===== src/rtl/cb_uart_pkg.sv =====
// cb_uart_pkg: state encodings and frame limits
// shared by the UART transmitter and receiver.
package cb_uart_pkg;

   typedef enum logic [2:0] {
      IDLE   = 3'd0,
      WAIT   = 3'd1,
      START  = 3'd2,
      DATA   = 3'd3,
      PARITY = 3'd4,
      STOP   = 3'd5
   } uart_state_t;

   localparam int DATA_W_MIN = 5;
   localparam int DATA_W_MAX = 9;

endpackage


===== src/rtl/cb_uart_tx.sv =====
// cb_uart_tx: LSB-first UART frame serializer
// paced by the baud_en bit tick.
module cb_uart_tx
   import cb_uart_pkg::*;
#(
   parameter int U_DLY  = 1,
   parameter int DATA_W = 8
) (
   input  logic              clk_sys,
   input  logic              rst,
   input  logic              baud_en,
   input  logic [DATA_W-1:0] tx_data,
   input  logic              tx_valid,
   output logic              tx_ready,
   input  logic              parity_en,
   input  logic              parity_odd,
   input  logic              stop_2,
   output logic              tx_busy,
   output logic              tx_done,
   output logic              txd
);

   localparam int CW = $clog2(DATA_W);
   localparam logic [CW-1:0] LAST = CW'(DATA_W - 1);
   // An illegal configuration simply never accepts a word.
   localparam bit CFG_OK = (DATA_W >= DATA_W_MIN) &&
                           (DATA_W <= DATA_W_MAX) &&
                           (U_DLY >= 0);

   uart_state_t       state_q, state_d;
   logic [DATA_W-1:0] shift_q, shift_d;
   logic [CW-1:0]     cnt_q, cnt_d;
   logic              pen_q, pen_d;
   logic              par_q, par_d;
   logic              s2_q, s2_d;
   logic              scnt_q, scnt_d;
   logic              txd_q, txd_d;
   logic              done_q, done_d;
   logic              accept;

   assign tx_ready = (state_q == IDLE) & ~done_q & CFG_OK;
   assign tx_busy  = (state_q != IDLE);
   assign tx_done  = done_q;
   assign txd      = txd_q;
   assign accept   = tx_valid & tx_ready;

   always_ff @(posedge clk_sys or posedge rst) begin
      if (rst) begin
         state_q <= IDLE;
         shift_q <= '0;
         cnt_q   <= '0;
         pen_q   <= 1'b0;
         par_q   <= 1'b0;
         s2_q    <= 1'b0;
         scnt_q  <= 1'b0;
         txd_q   <= 1'b1;
         done_q  <= 1'b0;
      end else begin
         state_q <= state_d;
         shift_q <= shift_d;
         cnt_q   <= cnt_d;
         pen_q   <= pen_d;
         par_q   <= par_d;
         s2_q    <= s2_d;
         scnt_q  <= scnt_d;
         txd_q   <= txd_d;
         done_q  <= done_d;
      end
   end

   always_comb begin
      state_d = state_q;
      shift_d = shift_q;
      cnt_d   = cnt_q;
      pen_d   = pen_q;
      par_d   = par_q;
      s2_d    = s2_q;
      scnt_d  = scnt_q;
      txd_d   = txd_q;
      done_d  = 1'b0;
      case (state_q)
         IDLE: begin
            txd_d = 1'b1;
            if (accept) begin
               shift_d = tx_data;
               pen_d   = parity_en;
               par_d   = (^tx_data) ^ parity_odd;
               s2_d    = stop_2;
               state_d = WAIT;
            end
         end
         // A tick in the accept cycle is seen in IDLE, so it never
         // shortens the start bit.
         WAIT: begin
            if (baud_en) begin
               txd_d   = 1'b0;
               state_d = START;
            end
         end
         START: begin
            if (baud_en) begin
               txd_d   = shift_q[0];
               shift_d = shift_q >> 1;
               cnt_d   = '0;
               state_d = DATA;
            end
         end
         DATA: begin
            if (baud_en) begin
               if (cnt_q == LAST) begin
                  cnt_d  = '0;
                  scnt_d = 1'b0;
                  if (pen_q) begin
                     txd_d   = par_q;
                     state_d = PARITY;
                  end else begin
                     txd_d   = 1'b1;
                     state_d = STOP;
                  end
               end else begin
                  txd_d   = shift_q[0];
                  shift_d = shift_q >> 1;
                  cnt_d   = cnt_q + 1'b1;
               end
            end
         end
         PARITY: begin
            if (baud_en) begin
               txd_d   = 1'b1;
               scnt_d  = 1'b0;
               state_d = STOP;
            end
         end
         STOP: begin
            txd_d = 1'b1;
            if (baud_en) begin
               if (s2_q && !scnt_q) begin
                  scnt_d = 1'b1;
               end else begin
                  done_d  = 1'b1;
                  state_d = IDLE;
               end
            end
         end
         default: begin
            txd_d   = 1'b1;
            state_d = IDLE;
         end
      endcase
   end

endmodule

===== config.mk =====
export PLATFORM = sky130hd
export DESIGN_NAME = cb_uart_tx
export DESIGN_NICKNAME = d
export VERILOG_FILES = /design/src/rtl/cb_uart_pkg.sv /design/src/rtl/cb_uart_tx.sv
export SDC_FILE = /design/constraint.sdc
export NUM_CORES = 1
export LEC_CHECK = 0
export BUFFER_PORTS_ARGS = -buffer_cell sky130_fd_sc_hd__buf_2
export CORE_MARGIN = 10
export CORE_UTILIZATION = 35
export DETAILED_ROUTE_END_ITERATION = 6
export HOLD_SLACK_MARGIN = 0.06
export PLACE_DENSITY = 0.6
export SETUP_SLACK_MARGIN = 0.02
export SLEW_MARGIN = 10
export SYNTH_ARGS = -nofsm -noshare
export SYNTH_HDL_FRONTEND = slang
export SYNTH_SLANG_ARGS = --single-unit

===== constraint.sdc =====
create_clock -name clk_sys -period 1.6 [get_ports clk_sys]
set_input_delay 0.16 -clock clk_sys [delete_from_list [all_inputs] [get_ports clk_sys]]
set_output_delay 0.16 -clock clk_sys [all_outputs]
set_load 0.005 [all_outputs]

After elaboration in Yosys (flattened, before gate mapping)

Index checks and enable logic that the tools add are counted.

Bits in registers: 20
Bits in latches: 0
RAM bits: 0
Memory bits (read-only): 0
Input port bits: 15
Output and inout port bits: 4
Word-level logic and storage cells: 78
Memories kept: 0

Add/sub/neg operators: 1
Multipliers: 0
Divide/modulo/power cells: 0
$lt $le $gt $ge: 0
Equality and inequality tests: 16
Shifts and indexed selects: 0
Muxes and demuxes: 34
Bitwise logic cells: 4
Reductions and logical operators: 14

Operators by type and width:

| operator                                                               | count |
|---|---|
| 3-bit 2-to-1 mux                                                       | 11 |
| 8-bit 2-to-1 mux                                                       | 4 |
| 8-bit case mux with 3 select lines                                     | 1 |
| 2-bit != test (second input constant)                                  | 10 |
| 3-bit case mux with 6 select lines                                     | 1 |
| 1-bit 2-to-1 mux                                                       | 14 |
| 3-bit equality test (second input constant)                            | 3 |
| 3-bit nonzero test                                                     | 3 |
| 8-bit AND reduction                                                    | 1 |
| 8-bit XOR reduction                                                    | 1 |
| 3-bit by 2-bit equality test with 1-bit output (second input constant) | 2 |
| 3-bit case mux with 2 select lines                                     | 1 |
| 6-bit AND reduction                                                    | 1 |
| 5-bit AND reduction                                                    | 1 |
| 1-bit case mux with 4 select lines                                     | 1 |
| 4-bit AND reduction                                                    | 1 |
| 3-bit by 1-bit adder with 3-bit output (second input constant)         | 1 |
| 3-bit by 1-bit equality test with 1-bit output (second input constant) | 1 |
| 3-bit zero test                                                        | 1 |
| 1-bit case mux with 3 select lines                                     | 1 |
| 3-bit AND reduction                                                    | 1 |
| 1-bit bitwise AND                                                      | 2 |
| 2-bit AND reduction                                                    | 1 |
| 2-bit nonzero test                                                     | 1 |
| other kinds (4)                                                        | 4 |

Depth between registers and ports, before layout

Gate-level depths: netlist (run 1).

Depth after elaboration: 5
Depth in mapped cells: 6
Gate-level depth less buffers: 6

Least setup slack after synthesis (run 1)

No wires, ideal clock.

Path kind: flip-flop to flip-flop
Start point: register cnt_q[0]
End point: register shift_q[6]
Data arrival time: 1.392 ns
Slack: 0.080 ns
Stages on the path, launching flop included: 6
Path through: dfrtp_1 -> ha_1 -> ha_1 -> o21ai_2 -> nand2_1 -> mux2_1

Word-level cells in the longest chain between the ends: 3

RTL lines:

| item                                 | RTL line          | source |
|---|---|---|
| start, declared                      | cb_uart_tx.sv:32  | `logic [CW-1:0] cnt_q, cnt_d;` |
| start signal, assigned               | cb_uart_tx.sv:61  | `cnt_q <= cnt_d;` |
| 3-bit equality test                  | cb_uart_tx.sv:110 | `if (cnt_q == LAST) begin` |
| 2-bit != test (no source line)       | -                 |  |
| 5-bit AND reduction (no source line) | -                 |  |
| end signal, assigned                 | cb_uart_tx.sv:60  | `shift_q <= shift_d;` |
| end, declared                        | cb_uart_tx.sv:31  | `logic [DATA_W-1:0] shift_q, shift_d;` |

Every way passes these cells.
A chain may end at the register's enable or synchronous reset.

Final worst setup path (run 1)

Same ends and word-level chain as after synthesis.

==> results of run 1 <==
## routing by layer
| layer | vias to the layer above | GRT usage (%) |
|---|---|---|
| met5 | - | 0 |
| met1 | 455 | 10.7 |
| met3 | 6 | 4.15 |
| li1 | 498 | - |
| met2 | 37 | 13.7 |
| met4 | 0 | 2.55 |
## logic make-up after synthesis
| logic type | share of synthesized area (%) |
|---|---|
| muxes | 9.67 |
| buffers and inverters | 5.11 |
| DFF | 43.6 |
| and+or+nand+nor | 14.2 |
| adders and majority gates | 2.17 |
| xor gates and xnor gates | 6.52 |
| AOI/OAI and AO/OA | 18.7 |
## area by class of cell
cell class                      count  area (sq um)  area share [%]
Tap cell                           44          55.1            3.51
Sequential cell                    20           502            32.0
Multi-Input combinational cell     87           629            40.1
Timing Repair Buffer               41           307            19.6
Inverter                            6          22.5            1.44
Clock inverter                      1          30.0            1.92
Clock buffer                        3          22.5            1.44
## final timing paths
path | start | endpoint | cells after the start
min | tx_data[7] | shift_q[7]$_DFFE_PP0P_ | 3
max | cnt_q[0]$_DFFE_PP0P_ | shift_q[6]$_DFFE_PP0P_ | 6
max reg2reg | cnt_q[0]$_DFFE_PP0P_ | shift_q[6]$_DFFE_PP0P_ | 6
min reg2reg | par_q$_DFFE_PP0P_ | par_q$_DFFE_PP0P_ | 2
max in group asynchronous | rst | txd$_DFFE_PP1P_ | 4
min in group asynchronous | rst | cnt_q[2]$_DFFE_PP0P_ | 4
## synthesized netlist by cell type (2+ instances only)
cell	count	area, sq um
a21oi_1	14	70.1
a31oi_1	6	37.5
buf_2	5	25.0
dfrtp_1	19	475
ha_1	2	25.0
inv_1	6	22.5
mux2_4	2	30.0
mux2i_1	7	70.1
nand2_1	14	52.6
nand2b_1	2	12.5
nor2_1	6	22.5
nor2b_1	3	18.8
nor3_1	2	10.0
o21ai_0	6	30.0
xnor2_1	4	35.0
xor2_1	2	17.5
## power breakdown
part | internal (mW) | switching, mW | total, mW
logic | 0.793 | 0.632 | 1.43
registers | 0.732 | 0.160 | 0.892
clock network | 0.254 | 0.174 | 0.427
## metrics by stage
step / cells / util [%] / power (mW)
floorplan: 120 / - / 1.64
CTS: 189 / 45.3 / 2.39
global placement: 183 / 42.9 / 1.92
finish: 202 / 50.5 / 2.74
detailed placement: 183 / 42.9 / 1.96
global route: 202 / 50.5 / 2.95
## repair_timing
action / 4_1_cts / 5_1_grt
setup buffers: 0 / 11
resized for setup: 0 / 14
setup endpoints to repair: 0 / 7
hold buffers: 2 / 1
hold endpoints to repair: 20 / 1
## critical path, delay by kind of cell, from the launching register on
kind | cells | cell delay, ns
mux | 1 | 0.31
flops | 1 | 0.42
compound gates | 1 | 0.17
buf+inv | 1 | 0.11
simple gates | 1 | 0.05
fa+ha+maj | 2 | 0.36
==> summary.md, run 1 <==
| Metric | Value |
|---|---|
| Status | `completed` |
| Synth warn | `0` |
| Avg WL per Cell | `14.0 um` |
| Post-Route WL | `2.82 mm` |
| Worst reg2reg setup slack | `0.08 ns` |
| Die H | `77.4 um` |
| Met1 Routed Length | `1.30 mm` |
| TNS Setup | `0 ns` |
| DR pass1 iterations | `4` |
| Final Cell Area | `1570 sq um` |
| Nets | `176` |
| PD cells | `1750 nW/um^2` |
| DR WL met2 | `1.27 mm` |
| PortBufs | `18` |
| Crit-path max FO | `3` |
| Worst Skew | `0.0114 ns` |
| Mapped Nets | `137` |
| Hold Path Class | `in2reg` |
| Fillers | `307` |
| Library cells used by synthesis | `36` |
| DRC violations left | `0` |
| Largest net degree at the start of global routing | `21` |
| Maximum clock rate | `658 MHz` |
| Vias in the first global route | `963` |
| TritonCTS clock tree | `yes` |
| Initial antenna violation count | `0` |
| H-tree levels | `1` |
| Final setup violation count | `0` |
| Root Buffer | `clkbuf_4` |
| GRT overflow | `0` |
| #FFs+latches synth | `20` |
| Tightest Pin Transition | `0.349 ns` |
| Kind of critical path | `reg2reg` |
| Slowest cell on crit path | `dfrtp_1` |
| Detailed placement HPWL | `1.99 mm` |
| Post-synth ARST share | `100%` |
| Largest regs | `shift_q (8), cnt_q (3), state_q (3)` |
| Vias per inst | `4.93` |
| Vias | `996` |
| DRT antenna net count | `0` |
| Max reg flops | `8` |
| Num CTS Buffers | `3` |
| Leakage power | `0.739 nW` |
| Fin. Hold Viols | `0` |
| Highest-count cells in the layout ignoring fill and taps | `dfrtp_1 (19), buf_2 (18), buf_4 (15), a21oi_1 (14), nand2_1 (13)` |
| Pre-CTS setup slack | `0.0810 ns` |
| Mapped cell area | `1150 sq um` |
| CP Capture Type | `flop` |
| Initial core utilization | `37.1%` |
| Clk slew on worst S/H paths | `0.13 ns` |
| Post-Synthesis Cells | `120` |
| N_diodes | `0` |
| Critical Path RT | `1.82 ns` |
| VDD IR max | `1.05 mV` |
| Top Ports | `19` |
| Fraction of layout instances using a drive strength above 1 | `34.2%` |
| Highest routed metal layer | `met4` |
| Cell Chain, Critical Path | `ha_2, ha_4, o21ai_4, buf_6, nand2_2, mux2_4` |
| Biggest register | `shift_q` |
| Period utilization | `95.0%` |
| Mean Syn Cell Area | `9.59 sq um` |
| Placer Congestion | `0.827` |
| CP Launch Type | `flop` |
| Top_reg_cell synth | `dfrtp_1` |
| Final setup margin | `0.0792 ns` |
| Tmin final | `1.52 ns` |
| First-pass GRT wire length | `4.44 mm` |
| Site row count | `20` |
| Slew margin rel. | `76.1%` |
| Hold slack | `0.123 ns` |
| Area grow syn2layout | `36.2%` |
| Clk_lat worst skew | `0.32 ns` |
| DP Area | `1330 sq um` |
| Maxcap violations | `0` |
| EDFF count, synth | `0` |
| Die X | `77.4 um` |
| Clock buffer depth | `2` |
| Clock Sinks | `20` |
| Slew Viols, Final | `0` |
| DRT iter0 DRCs | `67` |
| Gr usage total | `8.84%` |
| Met3 routed WL | `207 um` |
| RSZ-0062 raised after global routing | `true` |
| Commonest non-fill, non-tap cell in the layout | `dfrtp_1` |
| Core area | `3100 sq um` |
| Crit path DAT | `1.74 ns` |
| Die area | `5980 sq um` |
| Post-synthesis sequential area ratio | `43.6%` |
| CP max stage delay | `0.42 ns` |
(Power assumes the default switching activity.)
==> run 2: changes to the inputs <==
--- a/config.mk
+++ b/config.mk
@@ -10,7 +10,7 @@
 export CORE_UTILIZATION = 35
 export DETAILED_ROUTE_END_ITERATION = 6
 export HOLD_SLACK_MARGIN = 0.06
-export PLACE_DENSITY = 0.6
+export MAX_ROUTING_LAYER = met4
 export SETUP_SLACK_MARGIN = 0.02
 export SLEW_MARGIN = 10
 export SYNTH_ARGS = -nofsm -noshare
==> run 2 against run 1 <==
  * Combinational power about the same
  * Clock-buffer cell count unchanged
  * Sequential power about the same
  * Routed wire length decreased by 0.82%
  * Power about the same
  * Clock skew about the same
  * Cell count unchanged
  * Cell area unchanged
  * Clock power about the same
  * Worst hold slack got worse by 0.0027 ns
  * Largest power group unchanged
==> summary.md, run 2 (same netlist as run 1, synthesis figures left out) <==
| Metric | Value |
|---|---|
| Status | `completed` |
| TritonCTS clock tree | `yes` |
| Root Buffer | `clkbuf_4` |
| Vias per inst | `4.92 (-0.20%)` |
| Avg WL per Cell | `13.8 um (-0.82%)` |
| Kind of critical path | `reg2reg` |
| TNS Setup | `0 ns (unchanged)` |
| RSZ-0062 raised after global routing | `true` |
| Nets | `176 (unchanged)` |
| Largest regs | `shift_q (8), cnt_q (3), state_q (3)` |
| Num CTS Buffers | `3 (unchanged)` |
| Vias in the first global route | `963 (unchanged)` |
| GRT overflow | `0 (unchanged)` |
| Clk slew on worst S/H paths | `0.13 ns (about the same)` |
| Clock buffer depth | `2 (unchanged)` |
| Tmin final | `1.52 ns (+0.00155 ns)` |
| DR pass1 iterations | `4 (unchanged)` |
| CP Capture Type | `flop` |
| Clk_lat worst skew | `0.32 ns (about the same)` |
| Commonest non-fill, non-tap cell in the layout | `dfrtp_1` |
| Tightest Pin Transition | `0.350 ns (+0.000826 ns)` |
| Hold Path Class | `in2reg` |
| Fraction of layout instances using a drive strength above 1 | `34.2% (unchanged)` |
| Hold slack | `0.121 ns (-0.00270 ns)` |
| Initial core utilization | `37.1% (unchanged)` |
| Crit-path max FO | `3 (unchanged)` |
| Die X | `77.4 um (unchanged)` |
| Final setup violation count | `0 (unchanged)` |
| Top Ports | `19 (unchanged)` |
| Max reg flops | `8 (unchanged)` |
| Site row count | `20 (unchanged)` |
| Largest net degree at the start of global routing | `21 (unchanged)` |
| Leakage power | `0.739 nW (unchanged)` |
| Placer Congestion | `0.840 (+1.5%)` |
| DRT iter0 DRCs | `140 (+110%)` |
| DRC violations left | `0 (unchanged)` |
| First-pass GRT wire length | `4.44 mm (unchanged)` |
| Area grow syn2layout | `36.2% (unchanged)` |
| Slew Viols, Final | `0 (unchanged)` |
| CP Launch Type | `flop` |
| Gr usage total | `9.10% (+0.26 points)` |
| Fillers | `305 (-0.65%)` |
| PD cells | `1750 nW/um^2 (about the same)` |
| Period utilization | `95.1% (+0.097 points)` |
| DRT antenna net count | `0 (unchanged)` |
| Reg2reg path depth | `6 (unchanged)` |
| Highest-count cells in the layout ignoring fill and taps | `dfrtp_1 (19), buf_2 (18), buf_4 (15), a21oi_1 (14), nand2_1 (13)` |
| VDD IR max | `1.05 mV (+0.13%)` |
| PortBufs | `18 (unchanged)` |
| Detailed placement HPWL | `1.99 mm (unchanged)` |
| Maxcap violations | `0 (unchanged)` |
| Post-Route WL | `2.80 mm (-0.82%)` |
| Crit path DAT | `1.74 ns (about the same)` |
| Clock Sinks | `20 (unchanged)` |
| Worst Skew | `0.0114 ns (+0.0000374 ns)` |
| Die H | `77.4 um (unchanged)` |
| Core area | `3100 sq um (unchanged)` |
| Critical Path RT | `1.82 ns (about the same)` |
| Maximum clock rate | `657 MHz (-0.10%)` |
| Slew margin rel. | `76.0% (about the same)` |
| Die area | `5980 sq um (unchanged)` |
| N_diodes | `0 (unchanged)` |
| Initial antenna violation count | `0 (unchanged)` |
| Hold Path Depth | `3 (unchanged)` |
| Fin. Hold Viols | `0 (unchanged)` |
| Area of the multi-input gates | `629 sq um (unchanged)` |
| Post-layout util | `50.5% (unchanged)` |
| H-tree levels | `1 (unchanged)` |
| Biggest register | `shift_q` |
| Register area | `502 sq um (unchanged)` |
| Vias | `994 (-0.20%)` |
## run 2: layer usage
layer / up-vias / global-route usage (%) / wire, um
li1: 495 / - / -
met1: 456 / 10.8 / 1300
met2: 35 / 13.7 / 1260
met3: 8 / 3.92 / 183
met4: 0 / 2.55 / 49
met5: - / - / 0
## run 2: worst max-delay path, cell delays in order (launching register included)
cell and delay, ns:
dfrtp_1 0.42, ha_2 0.19, ha_4 0.17, o21ai_4 0.17, buf_6 0.11, nand2_2 0.05
mux2_4 0.31
## run 2: layout make-up
cell class / instances / area share [%]
flip-flops and latches: 20 / 32.0
multi-input cells: 87 / 40.1
clock buffers: 3 / 1.44
well taps: 44 / 3.51
repair buffers: 41 / 19.6
inverters: 6 / 1.44
clock inverters: 1 / 1.92
## run 2: what timing repair did
action	CTS	global route
gates resized for setup	0	14
hold buffers	2	1
endpoints found under the setup margin	0	7
hold endpoints to repair	20	1
setup buffers	0	11
## run 2: power breakdown
group	total, mW	internal (mW)	leakage (nW)	switching, mW
Combinational	1.42	0.793	0.471	0.631
Sequential	0.891	0.732	0.239	0.160
Clock	0.427	0.254	0.0279	0.174
## run 2: through the flow
step                setup WS (ns)  cell area (sq um)  std cells  power, mW
floorplan                  0.0805               1150        120       1.64
global placement            0.137               1330        183       1.92
detailed placement         0.0810               1330        183       1.96
CTS                        0.0719               1410        189       2.39
global route               0.0147               1570        202       2.95
finish                     0.0777               1570        202       2.74
## run 2: path summary, 6_finish.rpt
path / end / slack, ns / startpoint
max: shift_q[6]$_DFFE_PP0P_ / 0.08 / cnt_q[0]$_DFFE_PP0P_
min: shift_q[7]$_DFFE_PP0P_ / 0.12 / tx_data[7]
max reg2reg: shift_q[6]$_DFFE_PP0P_ / 0.08 / cnt_q[0]$_DFFE_PP0P_
min reg2reg: par_q$_DFFE_PP0P_ / 0.50 / par_q$_DFFE_PP0P_
max in group asynchronous: txd$_DFFE_PP1P_ / 0.95 / rst
min in group asynchronous: cnt_q[2]$_DFFE_PP0P_ / 0.39 / rst
